`config.mk`:
```
export PLATFORM = sky130hd
export DESIGN_NAME = seq_mul
export DESIGN_NICKNAME = d
export VERILOG_FILES = /design/src/rtl/seq_mul_pkg.sv /design/src/rtl/seq_mul_dp.sv /design/src/rtl/seq_mul.sv
export SDC_FILE = /design/constraint.sdc
export NUM_CORES = 1
export LEC_CHECK = 0
export ABC_AREA = 1
export CORE_MARGIN = 2
export CORE_UTILIZATION = 55
export DETAILED_ROUTE_END_ITERATION = 6
export GPL_ROUTABILITY_DRIVEN = 0
export PLACE_DENSITY = 0.8
export SLEW_MARGIN = 20
export SYNTH_ARGS = -nofsm -noshare
export SYNTH_HDL_FRONTEND = slang
export SYNTH_SLANG_ARGS = --single-unit
```
`constraint.sdc`:
```
create_clock -name clk -period 3.1 [get_ports clk]
set_clock_uncertainty 0.05 [all_clocks]
set_input_delay 0.31 -clock clk [delete_from_list [all_inputs] [get_ports clk]]
set_output_delay 0.31 -clock clk [all_outputs]
set_load 0.1 [all_outputs]
```
`src/rtl/seq_mul_pkg.sv`:
```
// rtl/seq_mul_pkg.sv - shared state encoding and result-width helper for seq_mul
package seq_mul_pkg;

  typedef enum logic [1:0] {
    ST_IDLE = 2'd0,
    ST_BUSY = 2'd1,
    ST_DONE = 2'd2
  } state_t;

  // Sign bit plus 2*(w-1) magnitude bits
  function automatic int res_width(input int w);
    return 2 * w - 1;
  endfunction

endpackage

```
`src/rtl/seq_mul_dp.sv`:
```
// rtl/seq_mul_dp.sv - shift-add datapath: operand registers, accumulator, counter, zero-normalised result
module seq_mul_dp
  import seq_mul_pkg::*;
#(
  parameter int WIDTH = 3
) (
  input  logic                          clk,
  input  logic                          rst,
  input  logic                          load,
  input  logic                          step,
  input  logic [WIDTH-1:0]              a,
  input  logic [WIDTH-1:0]              b,
  output logic [res_width(WIDTH)-1:0]   r,
  output logic                          last
);

  localparam int M  = WIDTH - 1;
  localparam int AW = 2 * M;
  localparam int CW = $clog2(WIDTH);

  logic [AW-1:0] mcand;
  logic [AW-1:0] acc;
  logic [AW-1:0] acc_next;
  logic [M-1:0]  mult;
  logic [CW-1:0] cnt;
  logic          sign;

  assign acc_next = acc + (mult[0] ? mcand : '0);
  assign last     = (cnt == CW'(1));

  always_ff @(posedge clk) begin
    if (rst) begin
      mcand <= '0;
      acc   <= '0;
      mult  <= '0;
      cnt   <= '0;
      sign  <= 1'b0;
      r     <= '0;
    end else if (load) begin
      mcand <= {{M{1'b0}}, a[M-1:0]};
      mult  <= b[M-1:0];
      sign  <= a[WIDTH-1] ^ b[WIDTH-1];
      acc   <= '0;
      cnt   <= CW'(M);
    end else if (step) begin
      acc   <= acc_next;
      mcand <= mcand << 1;
      mult  <= mult >> 1;
      cnt   <= cnt - CW'(1);
      // A zero magnitude always yields +0, even for negative-zero operands
      if (last) r <= {sign & (|acc_next), acc_next};
    end
  end

endmodule

```
`src/rtl/seq_mul.sv`:
```
// rtl/seq_mul.sv - sequential sign-magnitude multiplier: IDLE/BUSY/DONE control around seq_mul_dp
module seq_mul
  import seq_mul_pkg::*;
#(
  parameter int WIDTH = 3
) (
  input  logic                        clk,
  input  logic                        rst,
  input  logic                        start,
  input  logic [WIDTH-1:0]            A,
  input  logic [WIDTH-1:0]            B,
  output logic [res_width(WIDTH)-1:0] R,
  output logic                        busy,
  output logic                        done
);

  state_t state;
  state_t state_next;
  logic   load;
  logic   step;
  logic   last;

  always_ff @(posedge clk) begin
    if (rst) state <= ST_IDLE;
    else     state <= state_next;
  end

  always_comb begin
    state_next = state;
    load       = 1'b0;
    step       = 1'b0;
    case (state)
      ST_IDLE: begin
        if (start) begin
          load       = 1'b1;
          state_next = ST_BUSY;
        end
      end
      ST_BUSY: begin
        step = 1'b1;
        if (last) state_next = ST_DONE;
      end
      ST_DONE: begin
        // start during DONE chains straight into the next operation
        if (start) begin
          load       = 1'b1;
          state_next = ST_BUSY;
        end else begin
          state_next = ST_IDLE;
        end
      end
      default: state_next = ST_IDLE;
    endcase
  end

  assign busy = (state == ST_BUSY);
  assign done = (state == ST_DONE);

  seq_mul_dp #(.WIDTH(WIDTH)) u_dp (
    .clk  (clk),
    .rst  (rst),
    .load (load),
    .step (step),
    .a    (A),
    .b    (B),
    .r    (R),
    .last (last)
  );

endmodule

```
### Word-level counts from Yosys, hierarchy flattened

Cells that the tools add are included.

| operators by class | value |
|---|---|
| add/subtract/negate cells | 2 |
| equal/unequal tests | 5 |
| multiplexer cells | 14 |
| multipliers | 0 |
| shift-type cells | 0 |
| reduce and logical (&&, ||, !) cells | 7 |
| divide/modulo/power cells | 0 |
| bitwise gates (word level) | 3 |
| magnitude comparators | 0 |

Operators with widths:

| kind | number |
|---|---|
| 2-bit 2-to-1 mux | 8 |
| 2-bit case mux with 3 select lines | 1 |
| 4-bit adder | 1 |
| 2-bit by 1-bit == test with 1-bit output (second input constant) | 2 |
| 1-bit 2-to-1 mux | 4 |
| 4-bit 2-to-1 mux | 1 |
| 2-bit OR reduction | 2 |
| 4-bit OR reduction | 1 |
| 3-bit AND reduction | 1 |
| 2-bit == test (second input constant) | 1 |
| 2-bit zero test | 1 |
| 2-bit by 1-bit != test with 1-bit output (second input constant) | 1 |
| 2-bit != test (second input constant) | 1 |
| 2-bit AND reduction | 1 |
| 2-bit nonzero test | 1 |
| 2-bit by 1-bit subtractor with 2-bit output (second input constant) | 1 |
| 1-bit AND | 1 |
| 1-bit inverter | 1 |
| 1-bit bitwise XOR | 1 |

| storage, ports and cells | value |
|---|---|
| memory bits (read-only) | 0 |
| bits of input ports | 9 |
| register bits | 20 |
| memory bits (writable) | 0 |
| memories kept | 0 |
| output and inout bits | 7 |
| bits in latches | 0 |

### Longest topological paths before layout

Gate-level depths: netlist of the first run.

| logic depth | value |
|---|---|
| depth after elaboration | 5 |
| depth in mapped cells | 12 |
| mapped depth without buffers | 12 |

### By module

Synthesis of the first run repeated with hierarchy kept, for this count alone.

| unflattened totals | value |
|---|---|
| cells, all modules | 139 |
| area, all modules | 1024.7 um^2 |

Modules (own cells, without submodules):

| module | times used | area an instance (um^2) | cells each | sequential area each (um^2) |
|---|---|---|---|---|
| seq_mul_dp | 1 | 930.9 | 126 | 360.3 |
| seq_mul | 1 | 93.8 | 13 | 40.0 |

### Worst setup path after synthesis of the first run

OpenSTA, ideal clock, no wires.

| path | value |
|---|---|
| path kind | register -> output |
| start | register state[1] |
| end | output done |
| required time | 2.740 ns |
| stages on the path, launching flop included | 3 |
| buffers on the path | 0 |
| setup slack | 1.085 ns |
| data arrival time | 1.655 ns |
| path through | dfxtp_1 > inv_1 > nor2_1 |

| on the way | value |
|---|---|
| cells in the longest elaborated chain, start to end | 1 |

Ends and longest elaborated chain:

| element | RTL line | RTL |
|---|---|---|
| start: declaration | seq_mul.sv:17 | `state_t state;` |
| start signal: assignment | seq_mul.sv:25 | `else state <= state_next;` |
| 2-bit == test | seq_mul.sv:57 | `assign done = (state == ST_DONE);` |
| end: declaration | seq_mul.sv:14 | `output logic done` |

Every way passes these cells.

### Final worst setup path of the first run

| path | value |
|---|---|
| start | register u_dp.r[2] |
| end | output R[2] |

RTL lines:

| element | RTL line | RTL |
|---|---|---|
| start: declaration | seq_mul_dp.sv:13 | `output logic [res_width(WIDTH)-1:0] r,` |
| start signal: assignment | seq_mul_dp.sv:51 | `if (last) r <= {sign & (\|acc_next), acc_next};` |
| end: declaration | seq_mul.sv:12 | `output logic [res_width(WIDTH)-1:0] R,` |

No word-level cell between the ends.

==> summary.txt, run 1 <==
Flow run
  – Maxcap violations: 0

Synth
  – Synth Warn #: 0
  – FF+latch count, synth: 20
  – Gate Count Post-Synth: 128
  – Syn Area/Cell: 7.761 sq um
  – Synthesized Nets: 142
  – Mapped cell area: 993.5 sq um
  – Post-synth cell types: 28
  – EDFF count, synth: 0
  – Ys async rst share: 0
  – Area leader, netlist: dfxtp_1
  – Synth top area share: 0.4030
  – Most used DFF post-synth: dfxtp_1
  – Post-synthesis sequential area ratio: 0.4030
  – Synth top area cells: dfxtp_1, nand2_1, inv_1

Floorplan
  – # rows: 15
  – Initial Utilization: 0.5817
  – IO Pins: 16
  – Die height: 46.50 um
  – Chip width: 46.50 um
  – Die Area: 2162 sq um
  – Core area: 1708 sq um

Clock tree
  – Setup Buffers After CTS: 0
  – Clk slew on worst S/H paths: 100 ps
  – H-tree levels: 1
  – CTS tree: built
  – Clock sink total: 20
  – Cell chosen for the clock root: clkbuf_4
  – Worst-Skew Late Latency: 300 ps
  – Count of cells resized by post-cts repair: 0
  – Hold_buf cts: 0
  – Total CTS buffers: 3
  – Clk buf depth: 2

Global routing
  – Initial antenna violation count: 0
  – Overflow after GRT: 0
  – Largest net degree at the start of global routing: 12
  – Total GRT Usage: 0.1973
  – Vias in the first global route: 709
  – First-pass GRT wire length: 2967 um

Setup path
  – CP endpoint kind: output pin
  – Setup crit start kind: register
  – Delay-heaviest family, CP: buffers and inverters
  – R2r endpoint: u_dp.r[4]
  – Critical-path maximum fanout: 2
  – Slowest stage delay, CP: 1140 ps
  – WP buf/inv: 1
  – Setup Crit Path Kind: reg -> out
  – Reg2Reg Depth: 10
  – Worst R2R Start: u_dp.mult[0]
  – Slowest cell on the critical path: clkdlybuf4s50_1
  – WP data arrival: 1780 ps
  – Internal reg-to-reg setup slack: 1240 ps
  – Worst endpoint required time: 2740 ps
  – Cell-by-cell trace of the critical path: clkdlybuf4s50_1

Power
  – PD cells: 432.5 nW/um^2
  – Power share of the combinational group: 0.204
  – Pleak: 0.5342 nW
  – Internal: 353.4 uW
  – Clk pwr share: 0.240
  – Max VDD drop: 271.9 uV
  – Sw power: 152.5 uW
  – Total chip power: 506.0 uW
  – Reg power frac: 0.556
  – Switch share: 0.3015

Placed design
  – DP Area: 1147 sq um
  – Place WS: 1257 ps
  – Dpl hpwl: 1495 um
  – I/O Buffers: 15

STA
  – Final setup violation count: 0
  – Max Slew Vio Count: 0
  – TNS Setup: 0 ps
  – Final hold violation count: 0
  – RSZ-0062 raised after global routing: no
  – Worst hold margin: 413.3 ps
  – Worst Setup Slack, final: 955.1 ps
  – Worst rel slew slack: 0.3509
  – Final min period: 2145 ps
  – Slew @ Worst Pin: 970.6 ps
  – FMAX: 0.4662 GHz
  – Tcrit/Tclk final: 0.6919

Layout
  – Final instance area: 1170 sq um
  – ANT cells: 0
  – Final net count: 160
  – P&R area growth vs syn: 17.76%
  – Share of layout cells above drive strength 1: 0.1042

Drt
  – ANT nets after route: 0
  – Initial DRC count: 14
  – Drt pass-1 iters: 4
  – Drt drc: 0
  – Final wirelength: 1859 um
  – Drt wl/cell: 11.00 um
  – Routed vias: 850
  – Vias per cell: 5.030

Hold path
  – Hold EP: u_dp.cnt[1]
  – Hold path startpoint: u_dp.cnt[1]
  – Worst hold stages: 2
  – Worst min path class: reg -> reg

Outcome
  – Result of the run: finished, final reports clean
## routing by layer
layer	routed length (um)	part of all wire	GRT usage
met5	0	0	0
met4	42	0.023	0.1086
met3	82	0.044	0.03529
met2	887	0.48	0.3083
met1	846	0.46	0.2542
## final cells by class
type / count / area [sq um]
clock buffer: 3 / 22.52
fill: 147 / 538.0
inverter: 22 / 87.58
multi-input combinational: 84 / 483.0
sequential: 20 / 400.4
tap: 25 / 31.28
timing repair buffer: 15 / 145.1
## cell usage after synthesis (2+ instances only)
master    count
ha_1          4
dfxtp_1      20
o2111a_1      2
a21oi_1      11
or2_1         2
o211ai_1      2
nor2_1        5
inv_2         4
nand2_1      32
inv_1        17
o21ai_0       6
nand3_1       6
o21ai_1       2
## state kept, by name (all words and copies together) (netlist names)
name and cells:
u_dp.r 5, u_dp.acc 4, u_dp.mcand 4, state 2, u_dp.cnt 2, u_dp.mult 2, u_dp.sign 1
## worst max-delay path by stage
stage	start	end	slack, ps	depth (start not counted)
after global routing	u_dp.r[4]	R[4]	900	1
final	u_dp.r[2]	R[2]	960	1
after global placement	u_dp.r[4]	R[4]	1290	1
after detailed placement	u_dp.mult[0]	u_dp.r[4]	1260	10
after CTS	u_dp.r[4]	R[4]	940	1
after floorplan	state[1]	done	1080	2
## power groups by stage
stage	clock (mW)	combinational, mW	sequential (mW)
finish	0.122	0.103	0.281
detailed placement	0	0.103	0.287
CTS	0.129	0.104	0.281
global placement	0	0.101	0.286
floorplan	0	0.0750	0.291
global route	0.134	0.114	0.283
## logic make-up (layout without fill, tap and decap cells)
| logic type | after synthesis | count (layout) | share of synthesized area |
|---|---|---|---|
| simple gates | 49 | 49 | 0.2267 |
| compound gates | 28 | 28 | 0.1713 |
| buf+inv | 24 | 40 | 0.1108 |
| flops | 20 | 20 | 0.4030 |
| fa+ha+maj | 5 | 5 | 0.07053 |
| xor+xnor | 2 | 2 | 0.01764 |
## per-stage QoR
step	utilization	std cells
floorplan	-	128
global placement	0.6718	166
detailed placement	0.6718	166
CTS	0.6850	169
global route	0.6850	169
finish	0.6850	169
## layout by cell type, fill, tap and decap left out
cell / netlist / routed
a21oi_1: 11 / 11
clkbuf_4: 0 / 3
nand3_1: 6 / 6
inv_2: 4 / 4
a21oi_2: 1 / 1
nand2_1: 32 / 32
or2_1: 2 / 2
a211oi_1: 1 / 1
nor2_4: 1 / 1
ha_1: 4 / 4
fa_1: 1 / 1
buf_4: 1 / 2
dfxtp_1: 20 / 20
a31oi_1: 1 / 1
o21a_1: 1 / 1
o2111a_1: 2 / 2
clkdlybuf4s50_1: 0 / 13
xor2_1: 1 / 1
o21ai_0: 6 / 6
o211ai_1: 2 / 2
inv_1: 17 / 17
o31ai_1: 1 / 1
nor2_1: 5 / 5
o21ai_1: 2 / 2
nand2_8: 1 / 1
xnor2_1: 1 / 1
nand2_2: 1 / 1
nor2_2: 1 / 1
inv_6: 1 / 1
No activity file was read; power rests on OpenSTA's default activity.
==> run 2: changes to the inputs <==
- CORE_UTILIZATION: 55 -> 46
- PLACE_DENSITY: 0.8 -> 0.71
- clock period: 3.1 -> 1.95 ns (I/O delays scaled with it)
==> summary.txt, run 2 (synthesis gave the netlist of run 1 again) <==
Setup path
  – Delay-heaviest family, CP: adder cells (was buffers and inverters)
  – Internal reg-to-reg setup slack: 180 ps (was 1240 ps)
  – Critical-path maximum fanout: 7 (was 2)
  – Setup Crit Path Kind: reg -> reg (was reg -> out)
  – CP endpoint kind: register (was output pin)
  – Setup crit start kind: register (unchanged)
  – Slowest stage delay, CP: 510 ps (was 1140 ps)
  – Worst endpoint required time: 2110 ps (was 2740 ps)
  – Cell-by-cell trace of the critical path: nand2_1 -> inv_1 -> ha_1 -> inv_1 -> fa_1 -> nand2_1 -> nor2_1 -> nand3_1 -> nand2_1 -> a21oi_2 (was clkdlybuf4s50_1)
  – Dominant cell type by count on the critical path: nand2_1
  – WP buf/inv: 2 (was 1)
  – Slowest cell on the critical path: fa_1 (was clkdlybuf4s50_1)
  – WP data arrival: 1920 ps (was 1780 ps)

Placed design
  – Placed insts: 171 (was 166)
  – I/O Buffers: 15 (unchanged)
  – DP Area: 1172 sq um (was 1147 sq um)
  – Dpl hpwl: 1546 um (was 1495 um)

Power
  – Pleak: 0.5774 nW (was 0.5342 nW)
  – Total chip power: 960.6 uW (was 506.0 uW)
  – PD cells: 783.4 nW/um^2 (was 432.5 nW/um^2)
  – Max VDD drop: 522.6 uV (was 271.9 uV)

Drt
  – Initial DRC count: 27 (was 14)
  – Drt wl/cell: 10.93 um (was 11.00 um)
  – Routed vias: 857 (was 850)
  – Final wirelength: 1912 um (was 1859 um)
  – Drt drc: 0 (unchanged)
  – Vias per cell: 4.897 (was 5.030)
  – Drt pass-1 iters: 4 (unchanged)
  – ANT nets after route: 0 (unchanged)

Flow run
  – Maxcap violations: 0 (unchanged)

Floorplan
  – # rows: 16 (was 15)
  – Die height: 50.47 um (was 46.50 um)
  – Core area: 2002 sq um (was 1708 sq um)
  – Chip width: 50.47 um (was 46.50 um)
  – Die Area: 2547 sq um (was 2162 sq um)
  – Initial Utilization: 0.4963 (was 0.5817)
  – IO Pins: 16 (unchanged)

Global routing
  – Initial antenna violation count: 0 (unchanged)
  – Overflow after GRT: 0 (unchanged)
  – Total GRT Usage: 0.1718 (was 0.1973)
  – First-pass GRT wire length: 3291 um (was 2967 um)
  – Vias in the first global route: 769 (was 709)
  – Largest net degree at the start of global routing: 13 (was 12)

Outcome
  – Result of the run: finished, final reports clean (unchanged)

STA
  – TNS Setup: 0 ps (unchanged)
  – Max Slew Vio Count: 0 (unchanged)
  – Slew @ Worst Pin: 277.8 ps (was 970.6 ps)
  – FMAX: 0.5659 GHz
  – Worst rel slew slack: 0.8163 (was 0.3509)
  – Final hold violation count: 0 (unchanged)
  – Tcrit/Tclk final: 0.9063
  – Final setup violation count: 0 (unchanged)
  – RSZ-0062 raised after global routing: no (unchanged)
  – Final min period: 1767 ps

Clock tree
  – Total CTS buffers: 3 (unchanged)
  – Clk buf depth: 2 (unchanged)
  – Count of cells resized by post-cts repair: 0 (unchanged)
  – Clk slew on worst S/H paths: 120 ps (was 100 ps)
  – Worst-Skew Late Latency: 300 ps (about the same)
  – CTS tree: built (unchanged)
  – Clock sink total: 20 (unchanged)
  – H-tree levels: 1 (unchanged)
  – Hold_buf cts: 0 (unchanged)
  – Cell chosen for the clock root: clkbuf_4 (unchanged)
  – Setup Buffers After CTS: 0 (unchanged)

Layout
  – Most frequent cells in the layout: nand2_1, dfxtp_1, inv_1 (unchanged)
  – Share of layout cells above drive strength 1: 0.1689 (was 0.1042)
  – Register area: 401.6 sq um (was 400.4 sq um)
  – Max FFs per register: 5 (unchanged)
  – Multi-input gate area: 483.0 sq um (unchanged)
  – Final net count: 163 (was 160)
  – ANT cells: 0 (unchanged)
  – Post-route insts no fill: 175 (was 169)
  – Final instance area: 1226 sq um (was 1170 sq um)
  – Largest reg by FF count: u_dp.r (unchanged)
  – Fillers: 189 (was 147)
  – Commonest non-fill, non-tap cell in the layout: nand2_1 (unchanged)
  – Top flop regs: u_dp.r x5, u_dp.acc x4, u_dp.mcand x4 (unchanged)
  – P&R area growth vs syn: 23.43% (was 17.76%)

Hold path
  – Worst min path class: reg -> reg (unchanged)
==> run 2: changes by cell type in the layout (fill, tap and decap cells not counted) <==
cell / previous run / this run
buf_4: 2 / 9
clkdlybuf4s50_1: 13 / 8
buf_12: 0 / 1
bufinv_16: 0 / 1
dfxtp_1: 20 / 19
dfxtp_2: 0 / 1
==> run 2: worst paths after layout <==
| path | start | end | cells after the start |
|---|---|---|---|
| worst max register to register | u_dp.mult[0] | u_dp.r[4] | 10 |
| worst min register to register | u_dp.cnt[1] | u_dp.cnt[1] | 2 |
| worst max-delay path | u_dp.mult[0] | u_dp.r[4] | 10 |
| worst min-delay path | u_dp.cnt[1] | u_dp.cnt[1] | 2 |
==> run 2: final cells by class <==
class	count	share of cell area
well taps	27	0.02755
clock buffers	3	0.01837
multi-input cells	84	0.3939
inverters	22	0.07143
clock inverters	1	0.02449
flip-flops and latches	20	0.3275
repair buffers	18	0.1367
==> run 2: routing by layer <==
metal / global-route usage / vias to the layer above / part of all wire / wire length, um
met1: 0.2026 / 391 / 0.45 / 866
li1: - / 454 / - / -
met3: 0.03869 / 0 / 0.032 / 61
met2: 0.3070 / 12 / 0.52 / 985
met5: 0 / - / 0 / 0
met4: 0.05405 / 0 / 0 / 0
==> run 2: tightest hold or removal path, delay by kind of cell (launching register included) <==
family / cells / cell delay [ps]
compound gates: 1 / 60
buf+inv: 1 / 60
flops: 1 / 320
==> run 2: power by group <==
part	switching, mW	internal (mW)	leakage, nW
combinational	0.108	0.0677	0.386
clock	0.130	0.208	0.0279
sequential	0.0147	0.433	0.164
total	0.253	0.708	0.577
==> run 2: per-stage QoR <==
step / hold WS (ps) / utilization / setup WS [ps]
after floorplan: 334.3 / - / 49.91
after global placement: 390.1 / 0.5856 / 177.5
after detailed placement: 410.4 / 0.5856 / 143.8
after CTS: 428.3 / 0.6119 / 109.1
after global routing: 460.1 / 0.6125 / 37.88
final: 418.4 / 0.6125 / 182.8
==> run 3: changes to the inputs <==
- CORE_UTILIZATION: 46 -> 55
- PLACE_DENSITY: 0.71 -> 0.8
- clock period: 1.95 -> 2.1 ns (I/O delays scaled with it)
==> summary.txt, run 3 (synthesis gave the netlist of run 1 again) <==
Outcome
  – Result of the run: finished, final reports clean (unchanged)

Floorplan
  – Chip width: 46.50 um (was 50.47 um)
  – IO Pins: 16 (unchanged)
  – Die height: 46.50 um (was 50.47 um)
  – Die Area: 2162 sq um (was 2547 sq um)
  – # rows: 15 (was 16)
  – Initial Utilization: 0.5817 (was 0.4963)
  – Core area: 1708 sq um (was 2002 sq um)

Clock tree
  – CTS tree: built (unchanged)
  – Count of cells resized by post-cts repair: 0 (unchanged)
  – Total CTS buffers: 3 (unchanged)
  – Worst-Skew Late Latency: 300 ps (about the same)
  – Cell chosen for the clock root: clkbuf_4 (unchanged)
  – Hold_buf cts: 0 (unchanged)
  – Setup Buffers After CTS: 0 (unchanged)
  – Clock sink total: 20 (unchanged)
  – Clk buf depth: 2 (unchanged)
  – H-tree levels: 1 (unchanged)
  – Clk slew on worst S/H paths: 110 ps (was 120 ps)

STA
  – TNS Setup: 0 ps (unchanged)
  – Worst rel slew slack: 0.7513 (was 0.8163)
  – Max Slew Vio Count: 0 (unchanged)
  – FMAX: 0.5365 GHz (was 0.5659 GHz)
  – Final min period: 1864 ps (was 1767 ps)
  – Tcrit/Tclk final: 0.8876 (was 0.9063)
  – Final setup violation count: 0 (unchanged)
  – Final hold violation count: 0 (unchanged)
  – Worst Setup Slack, final: 236.0 ps (was 182.8 ps)
  – Slew @ Worst Pin: 372.2 ps (was 277.8 ps)
  – RSZ-0062 raised after global routing: no (unchanged)

Drt
  – Drt drc: 0 (unchanged)
  – ANT nets after route: 0 (unchanged)
  – Final wirelength: 1956 um (was 1912 um)
  – Drt wl/cell: 11.51 um (was 10.93 um)
  – Initial DRC count: 16 (was 27)
  – Drt pass-1 iters: 4 (unchanged)
  – Vias per cell: 4.988 (was 4.897)
  – Routed vias: 848 (was 857)

Setup path
  – Delay-heaviest family, CP: adder cells (unchanged)
  – Setup Crit Path Kind: reg -> reg (unchanged)
  – CP endpoint kind: register (unchanged)
  – Worst endpoint required time: 2260 ps (was 2110 ps)
  – Setup crit start: u_dp.mult[0] (unchanged)
  – Reg2Reg Depth: 10 (unchanged)
  – Internal reg-to-reg setup slack: 240 ps (was 180 ps)
  – Dominant cell type by count on the critical path: nand2_1 (unchanged)
  – WP buf/inv: 2 (unchanged)
  – Setup crit start kind: register (unchanged)
  – WP data arrival: 2020 ps (was 1920 ps)
  – Levels on crit path: 10 (unchanged)
  – Slowest stage delay, CP: 520 ps (was 510 ps)
  – Slowest cell on the critical path: fa_1 (unchanged)
  – Cell-by-cell trace of the critical path: nand2_1 -> inv_1 -> ha_1 -> inv_1 -> fa_1 -> nand2_1 -> nor2_1 -> nand3_1 -> nand2_1 -> a21oi_2 (unchanged)
  – Critical-path maximum fanout: 7 (unchanged)
  – Worst R2R Start: u_dp.mult[0] (unchanged)

Global routing
  – Initial antenna violation count: 0 (unchanged)
  – First-pass GRT wire length: 3249 um (was 3291 um)
  – Gr busiest metal: met2 (unchanged)
  – GR Util met1: 0.2571 (was 0.2026)
  – Largest net degree at the start of global routing: 12 (was 13)
  – M3 GR Usage: 0.03529 (was 0.03869)
  – Total GRT Usage: 0.2169 (was 0.1718)
  – GR Util met2: 0.3667 (was 0.3070)
  – Vias in the first global route: 775 (was 769)
  – Overflow after GRT: 0 (unchanged)

Layout
  – Commonest non-fill, non-tap cell in the layout: nand2_1 (unchanged)
  – P&R area growth vs syn: 18.51% (was 23.43%)
  – Final net count: 161 (was 163)
  – Largest reg by FF count: u_dp.r (unchanged)
  – Share of layout cells above drive strength 1: 0.1448 (was 0.1689)
  – ANT cells: 0 (unchanged)
  – Most frequent cells in the layout: nand2_1, dfxtp_1, inv_1 (unchanged)
  – Fillers: 147 (was 189)
  – Post-route insts no fill: 170 (was 175)
  – Top flop regs: u_dp.r x5, u_dp.acc x4, u_dp.mcand x4 (unchanged)
  – Max FFs per register: 5 (unchanged)

Power
  – Total chip power: 757.1 uW (was 960.6 uW)
  – Max VDD drop: 417.3 uV (was 522.6 uV)
  – Pleak: 0.5529 nW (was 0.5774 nW)
  – PD cells: 643.0 nW/um^2 (was 783.4 nW/um^2)

Hold path
  – Worst hold stages: 2 (unchanged)
  – Worst min path class: reg -> reg (unchanged)
  – Hold path startpoint: u_dp.cnt[1] (unchanged)

Placed design
  – Dpl hpwl: 1505 um (was 1546 um)
  – Place WS: 283.4 ps (was 143.8 ps)
  – Placed insts: 167 (was 171)
  – I/O Buffers: 15 (unchanged)

Flow run
  – Maxcap violations: 0 (unchanged)
[run 3: changes by cell type in the layout (fill, tap and decap cells not counted), sizes merged]
cell    delta
bufinv     -1
buf        -2
[run 3: worst paths after layout]
path	endpoint
setup / recovery	u_dp.r[4]
hold / removal	u_dp.cnt[1]
setup reg to reg	u_dp.r[4]
hold reg to reg	u_dp.cnt[1]
[run 3: power by group]
part | switching (mW) | internal [mW] | total (mW)
Combinational | 0.0986 | 0.0592 | 0.158
Clock | 0.116 | 0.0670 | 0.183
Sequential | 0.0146 | 0.401 | 0.416
Total | 0.230 | 0.527 | 0.757
[run 3: per-layer routing]
| metal | up-vias | wire length [um] |
|---|---|---|
| met3 | 4 | 54 |
| li1 | 450 | - |
| met2 | 18 | 996 |
| met4 | 0 | 43 |
| met5 | - | 0 |
| met1 | 376 | 861 |
[run 3: through the flow]
step                      instance area (sq um)  hold slack, ps    util
after floorplan                           993.5           349.3       -
final                                      1177           421.0  0.6894
after global placement                     1155           391.2  0.6762
after CTS                                  1177           420.6  0.6894
after global routing                       1177           459.1  0.6894
after detailed placement                   1155           404.9  0.6762
[run 3: worst reg2reg max path, stage by stage (launching register included)]
cell and delay (ps):
dfxtp_1 460, nand2_1 70, inv_1 60, ha_1 180, inv_1 70, fa_1 520, nand2_1 60, nor2_1 100
nand3_1 80, nand2_1 70, a21oi_2 50
[run 3: area by class of cell]
| type | instances | area (sq um) | share of cell area |
|---|---|---|---|
| clock buffer | 3 | 22.52 | 0.01913 |
| inverter | 22 | 87.58 | 0.07439 |
| multi-input combinational | 84 | 483.0 | 0.4102 |
| sequential | 20 | 400.4 | 0.3401 |
| tap | 25 | 31.28 | 0.02657 |
| timing repair buffer | 16 | 152.6 | 0.1296 |
